[config.mk]
export PLATFORM = sky130hd
export DESIGN_NAME = spi_reg_master_flat
export DESIGN_NICKNAME = d
export VERILOG_FILES = /design/src/rtl/spi_reg_master_if.sv /design/src/rtl/spi_reg_master.sv /design/src/flat_wrapper.sv
export SDC_FILE = /design/constraint.sdc
export NUM_CORES = 1
export LEC_CHECK = 0
export ABC_AREA = 1
export CAP_MARGIN = 20
export CORE_UTILIZATION = 30
export CTS_BUF_LIST = sky130_fd_sc_hd__clkbuf_4 sky130_fd_sc_hd__clkbuf_8
export CTS_CLUSTER_DIAMETER = 120
export DETAILED_ROUTE_END_ITERATION = 6
export GPL_ROUTABILITY_DRIVEN = 1
export PLACE_DENSITY = 0.48
export REMOVE_ABC_BUFFERS = 1
export SYNTH_ARGS = -nofsm -noshare
export SYNTH_HDL_FRONTEND = slang
export SYNTH_SLANG_ARGS = --single-unit
export TNS_END_PERCENT = 20
[constraint.sdc]
create_clock -name clk -period 3.3 [get_ports clk]
set_input_delay 0.33 -clock clk [delete_from_list [all_inputs] [get_ports clk]]
set_output_delay 0.33 -clock clk [all_outputs]
set_load 0.01 [all_outputs]
[src/rtl/spi_reg_master_if.sv]
// Request/response bus of the SPI register master: frame requests in, done/rdata/busy out.
interface spi_reg_master_if #(
  parameter int AWIDTH = 8,
  parameter int DWIDTH = 16
);
  logic              req_valid;
  logic              req_ready;
  logic [AWIDTH-1:0] req_addr;
  logic [DWIDTH-1:0] req_wdata;
  logic              done;
  logic [DWIDTH-1:0] rdata;
  logic              busy;

  // Requester side
  modport master (
    output req_valid, req_addr, req_wdata,
    input  req_ready, done, rdata, busy
  );

  // SPI master block side
  modport slave (
    input  req_valid, req_addr, req_wdata,
    output req_ready, done, rdata, busy
  );
endinterface

[src/rtl/spi_reg_master.sv]
// SPI master that shifts one {addr, wdata} frame per accepted request, MSB first,
// with programmable CPOL/CPHA, SCLK divider and chip-select setup/hold/gap timing.
module spi_reg_master #(
  parameter int AWIDTH   = 8,
  parameter int DWIDTH   = 16,
  parameter int CLKDIV   = 4,
  parameter int CPOL     = 0,
  parameter int CPHA     = 0,
  parameter int CS_SETUP = 2,
  parameter int CS_HOLD  = 2,
  parameter int CS_GAP   = 4
) (
  input  logic                 clk,
  input  logic                 rst,
  spi_reg_master_if.slave      bus,
  output logic                 spi_cs,
  output logic                 spi_clk,
  output logic                 spi_mosi,
  input  logic                 spi_miso
);

  localparam int   N      = AWIDTH + DWIDTH;
  localparam int   EW     = $clog2(2 * N + 1);
  localparam int   CW     = 16;
  localparam logic CPOL_L = (CPOL != 0);
  localparam logic CPHA_L = (CPHA != 0);

  typedef enum logic [2:0] {
    S_IDLE  = 3'd0,
    S_SETUP = 3'd1,
    S_SHIFT = 3'd2,
    S_HOLD  = 3'd3,
    S_GAP   = 3'd4
  } state_t;

  state_t            state_q, state_d;
  logic [CW-1:0]     cnt_q, cnt_d;
  logic [EW-1:0]     ecnt_q, ecnt_d;
  logic [N-1:0]      tx_q, tx_d;
  logic [DWIDTH-1:0] rx_q, rx_d;
  logic [DWIDTH-1:0] rdata_q, rdata_d;
  logic              cs_q, cs_d;
  logic              sclk_q, sclk_d;
  logic              mosi_q, mosi_d;
  logic              done_q, done_d;
  logic              busy_q, busy_d;
  logic              accept;
  logic              do_edge;
  logic              leading;

  // State and registered SPI/bus outputs
  always_ff @(posedge clk or posedge rst) begin
    if (rst) begin
      state_q <= S_IDLE;
      cnt_q   <= {CW{1'b0}};
      ecnt_q  <= {EW{1'b0}};
      tx_q    <= {N{1'b0}};
      rx_q    <= {DWIDTH{1'b0}};
      rdata_q <= {DWIDTH{1'b0}};
      cs_q    <= 1'b1;
      sclk_q  <= CPOL_L;
      mosi_q  <= 1'b0;
      done_q  <= 1'b0;
      busy_q  <= 1'b0;
    end else begin
      state_q <= state_d;
      cnt_q   <= cnt_d;
      ecnt_q  <= ecnt_d;
      tx_q    <= tx_d;
      rx_q    <= rx_d;
      rdata_q <= rdata_d;
      cs_q    <= cs_d;
      sclk_q  <= sclk_d;
      mosi_q  <= mosi_d;
      done_q  <= done_d;
      busy_q  <= busy_d;
    end
  end

  assign accept = bus.req_valid && (state_q == S_IDLE);

  // Next-state, counters, shift registers and output levels
  always_comb begin
    state_d = state_q;
    cnt_d   = cnt_q;
    ecnt_d  = ecnt_q;
    tx_d    = tx_q;
    rx_d    = rx_q;
    rdata_d = rdata_q;
    cs_d    = cs_q;
    sclk_d  = sclk_q;
    mosi_d  = mosi_q;
    done_d  = 1'b0;
    do_edge = 1'b0;
    leading = 1'b0;

    case (state_q)
      S_IDLE: begin
        cs_d   = 1'b1;
        sclk_d = CPOL_L;
        mosi_d = 1'b0;
        cnt_d  = {CW{1'b0}};
        ecnt_d = {EW{1'b0}};
        if (accept) begin
          state_d = S_SETUP;
          cs_d    = 1'b0;
          tx_d    = {bus.req_addr, bus.req_wdata};
          if (CPHA_L) begin
            mosi_d = 1'b0;
          end else begin
            mosi_d = bus.req_addr[AWIDTH-1];
          end
        end else begin
          state_d = S_IDLE;
        end
      end
      S_SETUP: begin
        if (cnt_q == CW'(CS_SETUP - 1)) begin
          state_d = S_SHIFT;
          cnt_d   = {CW{1'b0}};
          do_edge = 1'b1;
        end else begin
          cnt_d = cnt_q + CW'(1);
        end
      end
      // One SCLK edge opens each half-period; the final half-period runs out at idle level.
      S_SHIFT: begin
        if (cnt_q == CW'(CLKDIV - 1)) begin
          cnt_d = {CW{1'b0}};
          if (ecnt_q == EW'(2 * N)) begin
            state_d = S_HOLD;
          end else begin
            do_edge = 1'b1;
          end
        end else begin
          cnt_d = cnt_q + CW'(1);
        end
      end
      S_HOLD: begin
        if (cnt_q == CW'(CS_HOLD - 1)) begin
          state_d = S_GAP;
          cnt_d   = {CW{1'b0}};
          cs_d    = 1'b1;
          mosi_d  = 1'b0;
          rdata_d = rx_q;
          done_d  = 1'b1;
        end else begin
          cnt_d = cnt_q + CW'(1);
        end
      end
      S_GAP: begin
        if (cnt_q == CW'(CS_GAP - 1)) begin
          state_d = S_IDLE;
          cnt_d   = {CW{1'b0}};
        end else begin
          cnt_d = cnt_q + CW'(1);
        end
      end
      default: begin
        state_d = S_IDLE;
        cs_d    = 1'b1;
        sclk_d  = CPOL_L;
        mosi_d  = 1'b0;
        cnt_d   = {CW{1'b0}};
        ecnt_d  = {EW{1'b0}};
      end
    endcase

    if (do_edge) begin
      ecnt_d  = ecnt_q + EW'(1);
      sclk_d  = ~sclk_q;
      leading = ~ecnt_q[0];
      if (leading) begin
        if (CPHA_L) begin
          mosi_d = tx_q[N-1];
          tx_d   = tx_q << 1;
        end else begin
          rx_d = DWIDTH'({rx_q, spi_miso});
        end
      end else begin
        if (CPHA_L) begin
          rx_d = DWIDTH'({rx_q, spi_miso});
        end else if (ecnt_q != EW'(2 * N - 1)) begin
          tx_d   = tx_q << 1;
          mosi_d = tx_q[N-2];
        end else begin
          tx_d = tx_q;
        end
      end
    end else begin
      leading = 1'b0;
    end

    busy_d = (state_d != S_IDLE);
  end

  assign bus.req_ready = (state_q == S_IDLE) && !rst;
  assign bus.done      = done_q;
  assign bus.rdata     = rdata_q;
  assign bus.busy      = busy_q;
  assign spi_cs        = cs_q;
  assign spi_clk       = sclk_q;
  assign spi_mosi      = mosi_q;

endmodule

[src/flat_wrapper.sv]
// flat-port wrapper written by rule: the top's interface ports become plain ports
module spi_reg_master_flat 
#(
  parameter int AWIDTH   = 8,
  parameter int DWIDTH   = 16,
  parameter int CLKDIV   = 4,
  parameter int CPOL     = 0,
  parameter int CPHA     = 0,
  parameter int CS_SETUP = 2,
  parameter int CS_HOLD  = 2,
  parameter int CS_GAP   = 4
)
  (clk, rst, spi_cs, spi_clk, spi_mosi, spi_miso, bus_req_valid, bus_req_addr, bus_req_wdata, bus_req_ready, bus_done, bus_rdata, bus_busy);
  spi_reg_master_if #(.AWIDTH(AWIDTH), .DWIDTH(DWIDTH)) bus_i ();
  input  logic clk;
  input  logic rst;
  output logic spi_cs;
  output logic spi_clk;
  output logic spi_mosi;
  input  logic spi_miso;
  input wire logic [$bits(bus_i.req_valid)-1:0] bus_req_valid;
  input wire logic [$bits(bus_i.req_addr)-1:0] bus_req_addr;
  input wire logic [$bits(bus_i.req_wdata)-1:0] bus_req_wdata;
  output wire logic [$bits(bus_i.req_ready)-1:0] bus_req_ready;
  output wire logic [$bits(bus_i.done)-1:0] bus_done;
  output wire logic [$bits(bus_i.rdata)-1:0] bus_rdata;
  output wire logic [$bits(bus_i.busy)-1:0] bus_busy;
  assign bus_i.req_valid = bus_req_valid;
  assign bus_i.req_addr = bus_req_addr;
  assign bus_i.req_wdata = bus_req_wdata;
  assign bus_req_ready = bus_i.req_ready;
  assign bus_done = bus_i.done;
  assign bus_rdata = bus_i.rdata;
  assign bus_busy = bus_i.busy;
  spi_reg_master #(.AWIDTH(AWIDTH), .DWIDTH(DWIDTH), .CLKDIV(CLKDIV), .CPOL(CPOL), .CPHA(CPHA), .CS_SETUP(CS_SETUP), .CS_HOLD(CS_HOLD), .CS_GAP(CS_GAP)) u_core (.clk(clk), .rst(rst), .bus(bus_i), .spi_cs(spi_cs), .spi_clk(spi_clk), .spi_mosi(spi_mosi), .spi_miso(spi_miso));
endmodule
# Word-level counts from Yosys, hierarchy flattened
# Index checks and enable logic that the tools add are counted.
# totals
reg_bits	86
input_bits	28
word_cells	72
output_inout_bits	22
# classes
bitwise_logic	3
reduce_logical	12
eq_ne	11
add_sub_neg	2
muxes	33
# op_table
op	count
two-way mux 24 bit	5
two-way mux 16 bit	2
one-hot mux 16 bit (2 select lines)	1
adder 16 x 1 -> 16 bit (second input constant)	1
== test 16 x 1 -> 1 bit (second input constant)	1
== test 16 x 2 -> 1 bit (second input constant)	1
two-way mux 3 bit	5
one-hot mux 3 bit (5 select lines)	1
two-way mux 1 bit	14
two-way mux 6 bit	2
adder 6 x 1 -> 6 bit (second input constant)	1
== test 3 x 2 -> 1 bit (second input constant)	2
== test 6 bit (second input constant)	1
inequality test 6 bit (second input constant)	1
one-hot mux 1 bit (3 select lines)	2
AND reduction 2 bit	3
inequality test 2 x 1 -> 1 bit (second input constant)	2
OR reduction 2 bit	2
OR reduction 4 bit	1
== test 3 x 1 -> 1 bit (second input constant)	1
== test 3 bit (second input constant)	1
logical NOT 3 bit	1
inequality test 3 bit (second input constant)	1
inverter 1 bit	3
other kinds (5)	6

# Logic depth before layout (Yosys ltp)
# depth
depth_word	7
mapped_depth	12
mapped_depth_nobuf	11

# Least setup slack after synthesis
# No wires, ideal clock.
# synth_path
path_type	register to register
startpoint	register u_core.ecnt_q[0]
endpoint	register u_core.tx_q[11]
arrival_time_ps	1796
stages_incl_launch_ff	13
setup_time_ps	117
t_required_ps	3183
synth_period_minus_slack_ps	1913
path_slack_ps	1387
path_cell_list	dfrtp_1 > buf_2 > inv_1 > clkbuf_1 > ha_1 > nand3_1 > nand4_4 > nand2_4 > buf_4 > nand2_1 > nand2_1 > nand2_1 > nand2_1
# synth_between
elab_chain_cells	5
# synth_rtl
item	line	rtl
start: declaration	spi_reg_master.sv:38	logic [EW-1:0] ecnt_q, ecnt_d;
start signal: assignment	spi_reg_master.sv:56	ecnt_q <= {EW{1'b0}};
start signal: assignment	spi_reg_master.sv:68	ecnt_q <= ecnt_d;
== test 6 bit	spi_reg_master.sv:130	if (ecnt_q == EW'(2 * N)) begin
two-way mux 1 bit	spi_reg_master.sv:130	
two-way mux 1 bit	spi_reg_master.sv:128	if (cnt_q == CW'(CLKDIV - 1)) begin
one-hot mux 1 bit (2 select lines)	spi_reg_master.sv:97	case (state_q)
inequality test 3 bit (no line) or two-way mux 24 bit (tied branches)	-	
end signal: assignment	spi_reg_master.sv:57	tx_q <= {N{1'b0}};
end signal: assignment	spi_reg_master.sv:69	tx_q <= tx_d;
end: declaration	spi_reg_master.sv:39	logic [N-1:0] tx_q, tx_d;
# Parallel ways exist; a longest one is shown, timed or not.
# A chain may end at the register's enable or synchronous reset.

# Worst setup path in the final report
# layout_path
startpoint	register u_core.ecnt_q[0]
endpoint	register u_core.tx_q[7]
# The elaborated chain is that of the path after synthesis.

==> metrics.txt <==
Synth Cell Area=0.00446 mm²; height of the chip=124 µm; yosys warns=0; Worst Tran Pin Value=0.845 ns; first-pass GRT wire length=17,400 µm; cts bufs inserted=9; Post-synth EDFFs=0; syn avg cell area=7.74 µm²; wire per inst=12.9 µm; top cells by count, synth=204 x nand2_1, 84 x dfrtp_1, 52 x inv_1, 42 x nand3_1, 40 x nand4_1; Post-Route WL=10,300 µm; worst hold path class=in2async; Crit Path Max Fanout=31; Netlist cell types=36; Final Max Tran Viols=0; top post-synthesis cells by area=dfrtp_1 47%, nand2_1 17%, nand4_1 5.6%; PwrDens=350 mW/mm²; Crit. End Element=flip-flop; Die ar.=0.0154 mm²; Post-DP HPWL=6810 µm; area leader, netlist=dfrtp_1; vias per cell=4.73; most frequent cell after synthesis=nand2_1; Max clock buf depth=2; Critical Path AT=2.76 ns; CTS sink cnt=85; # H-tree levels=3; CTS root buffer=clkbuf_8; Hold Fails Final Rpt=0; drt drc=0; share of layout cells above drive strength 1=7.28%; Synth Instances=576; Fin Setup TNS=0 ns; IO Pins=50; Primary FF master, synth=dfrtp_1; largest net degree at the start of global routing=63; Max transition margin=43.6%; Final Skew=0.0125 ns; post-synthesis sequential area ratio=47.7%; core box area=0.0145 mm²; TritonCTS clock tree=done; First DRT Iteration DRCs=228; starting density of the core=30.7%; Post-CTS Setup Inserts=0; Setup crit start kind=flip-flop; Final Power=1.84 mW; fill count=1,579; Register Area=0.00213 mm²; Final Cycle Share=75.8%; Diodes inserted=0; RSZ-0062 raised after global routing=no; number of hold buffers added after CTS=0; clock latency on the worst-skew pair=0.38 ns; max cap viols=0; routability cong.=0.776; outcome=completed; Seq cells post-synth=85; DRT Pass-1 Iters=4; initial antenna violation count=0; Leakage=2.47 nW; number of setup violations in the final report=0; fin cells=802; WS Path Type=reg2reg; fraction of registers with async set/reset=100%; area growth from synthesis to layout=18.1%; Antenna Nets Post-Route=0; Period minus WS final=2.50 ns; buffers added on ports=49; # nets final=645; CTS clk-pin slew, worst paths=0.09 ns; maximum vdd drop=0.000158 V; multi-input logic area=0.00197 mm²; vias in the first global route=3,649; Placed Cells=786; number of gates resized after cts=0; Global Route Usage Sum=14.8%; Remaining Overflow, GRT=0; fmax=400 MHz; Core Rows=44; top cell type's share of synthesized area=47.1%; CP Data Required Time=3.56 ns; chip width=124 µm; Via Count=3,796
-- where the power goes --
group	switching, mW	internal (mW)
registers	0.00186	1.04
logic	0.0302	0.0330
clock network	0.425	0.307
-- worst paths after layout --
check	from	to	slack, ns	cells after the start
worst max-delay path	u_core.ecnt_q[0]$_DFFE_PP0P_	u_core.tx_q[7]$_DFFE_PP0P_	0.80	8
worst min-delay path	rst	u_core.cnt_q[12]$_DFF_PP0_	0.33	2
worst max register to register	u_core.ecnt_q[0]$_DFFE_PP0P_	u_core.tx_q[7]$_DFFE_PP0P_	0.80	8
worst min register to register	u_core.rx_q[0]$_DFFE_PP0P_	u_core.rx_q[0]$_DFFE_PP0P_	0.48	2
max in group asynchronous	rst	u_core.spi_cs$_DFFE_PP1P_	2.27	3
min in group clk	u_core.rx_q[0]$_DFFE_PP0P_	u_core.rx_q[0]$_DFFE_PP0P_	0.48	2
-- metrics by stage --
stage	util (%)	hold WS (ns)	cell area (µm²)	worst slack (ns)
2_1_floorplan	-	0.442	4300	0.228
3_3_place_gp	34.9	0.459	5070	0.881
3_5_place_dp	34.9	0.465	5070	0.811
4_1_cts	36.2	0.348	5270	0.800
5_1_grt	36.2	0.374	5270	0.576
6_report	36.2	0.327	5270	0.799
-- flip-flops by register name, indices dropped and copies added, names as in the netlist --
name	count
u_core.bus.rdata	16
u_core.ecnt_q	6
u_core.bus.busy	1
u_core.state_q	3
u_core.spi_clk	1
u_core.spi_mosi	1
u_core.cnt_q	16
u_core.bus.done	1
u_core.rx_q	16
u_core.spi_cs	1
u_core.tx_q	23
-- per-layer routing --
metal	routed length [µm]	GRT usage, %	part of all wire [%]	vias to the layer above
li1	-	-	-	1943
met3	436	2.52	4.2	14
met5	0	0	0	-
met1	4820	18.7	47	1751
met2	4870	24.5	47	88
met4	192	6.77	1.9	0
-- cell type report --
type / instances / share of cell area [%]
timing repair buffer: 54 / 10.3
sequential: 85 / 40.4
tap: 184 / 4.37
clock buffer: 10 / 2.61
inverter: 55 / 3.94
clock inverter: 6 / 1.02
multi-input combinational: 408 / 37.4
-- critical path, stage by stage, from the launching register on --
cell and delay [ns]:
dfrtp_1 0.43, inv_1 0.22, ha_1 0.26, nand3_1 0.15, nand2_1 0.12, o21ai_4 0.67
nand2_4 0.29, nand2_1 0.14, nand3_1 0.08
-- layout by cell type (no fill, tap or decap), types with 3 or more instances in the layout --
cell type / synthesis / layout
nor2_1: 32 / 32
nor3_1: 3 / 3
inv_1: 52 / 51
o21ai_0: 28 / 28
dfrtp_1: 84 / 84
o21ai_1: 18 / 18
clkbuf_8: 0 / 10
xnor2_1: 5 / 5
a21oi_1: 7 / 7
nand2_1: 204 / 204
ha_1: 4 / 4
nand4_1: 40 / 40
nand3_2: 3 / 3
nand3_1: 42 / 42
buf_4: 3 / 4
xor2_1: 3 / 3
clkdlybuf4s50_1: 0 / 49
-- logic make-up (layout without fill, tap and decap cells) --
group / Yosys count / in the layout / synth area share (%)
buffers and inverters: 83 / 125 / 8.16
flip-flops: 85 / 85 / 47.7
XOR/XNOR: 8 / 8 / 1.57
AND/OR/NAND/NOR: 338 / 338 / 34.3
adder cells (fa/ha/maj): 4 / 4 / 1.12
AO/OA/AOI/OAI: 58 / 58 / 7.10
(Power assumes the default switching activity.)
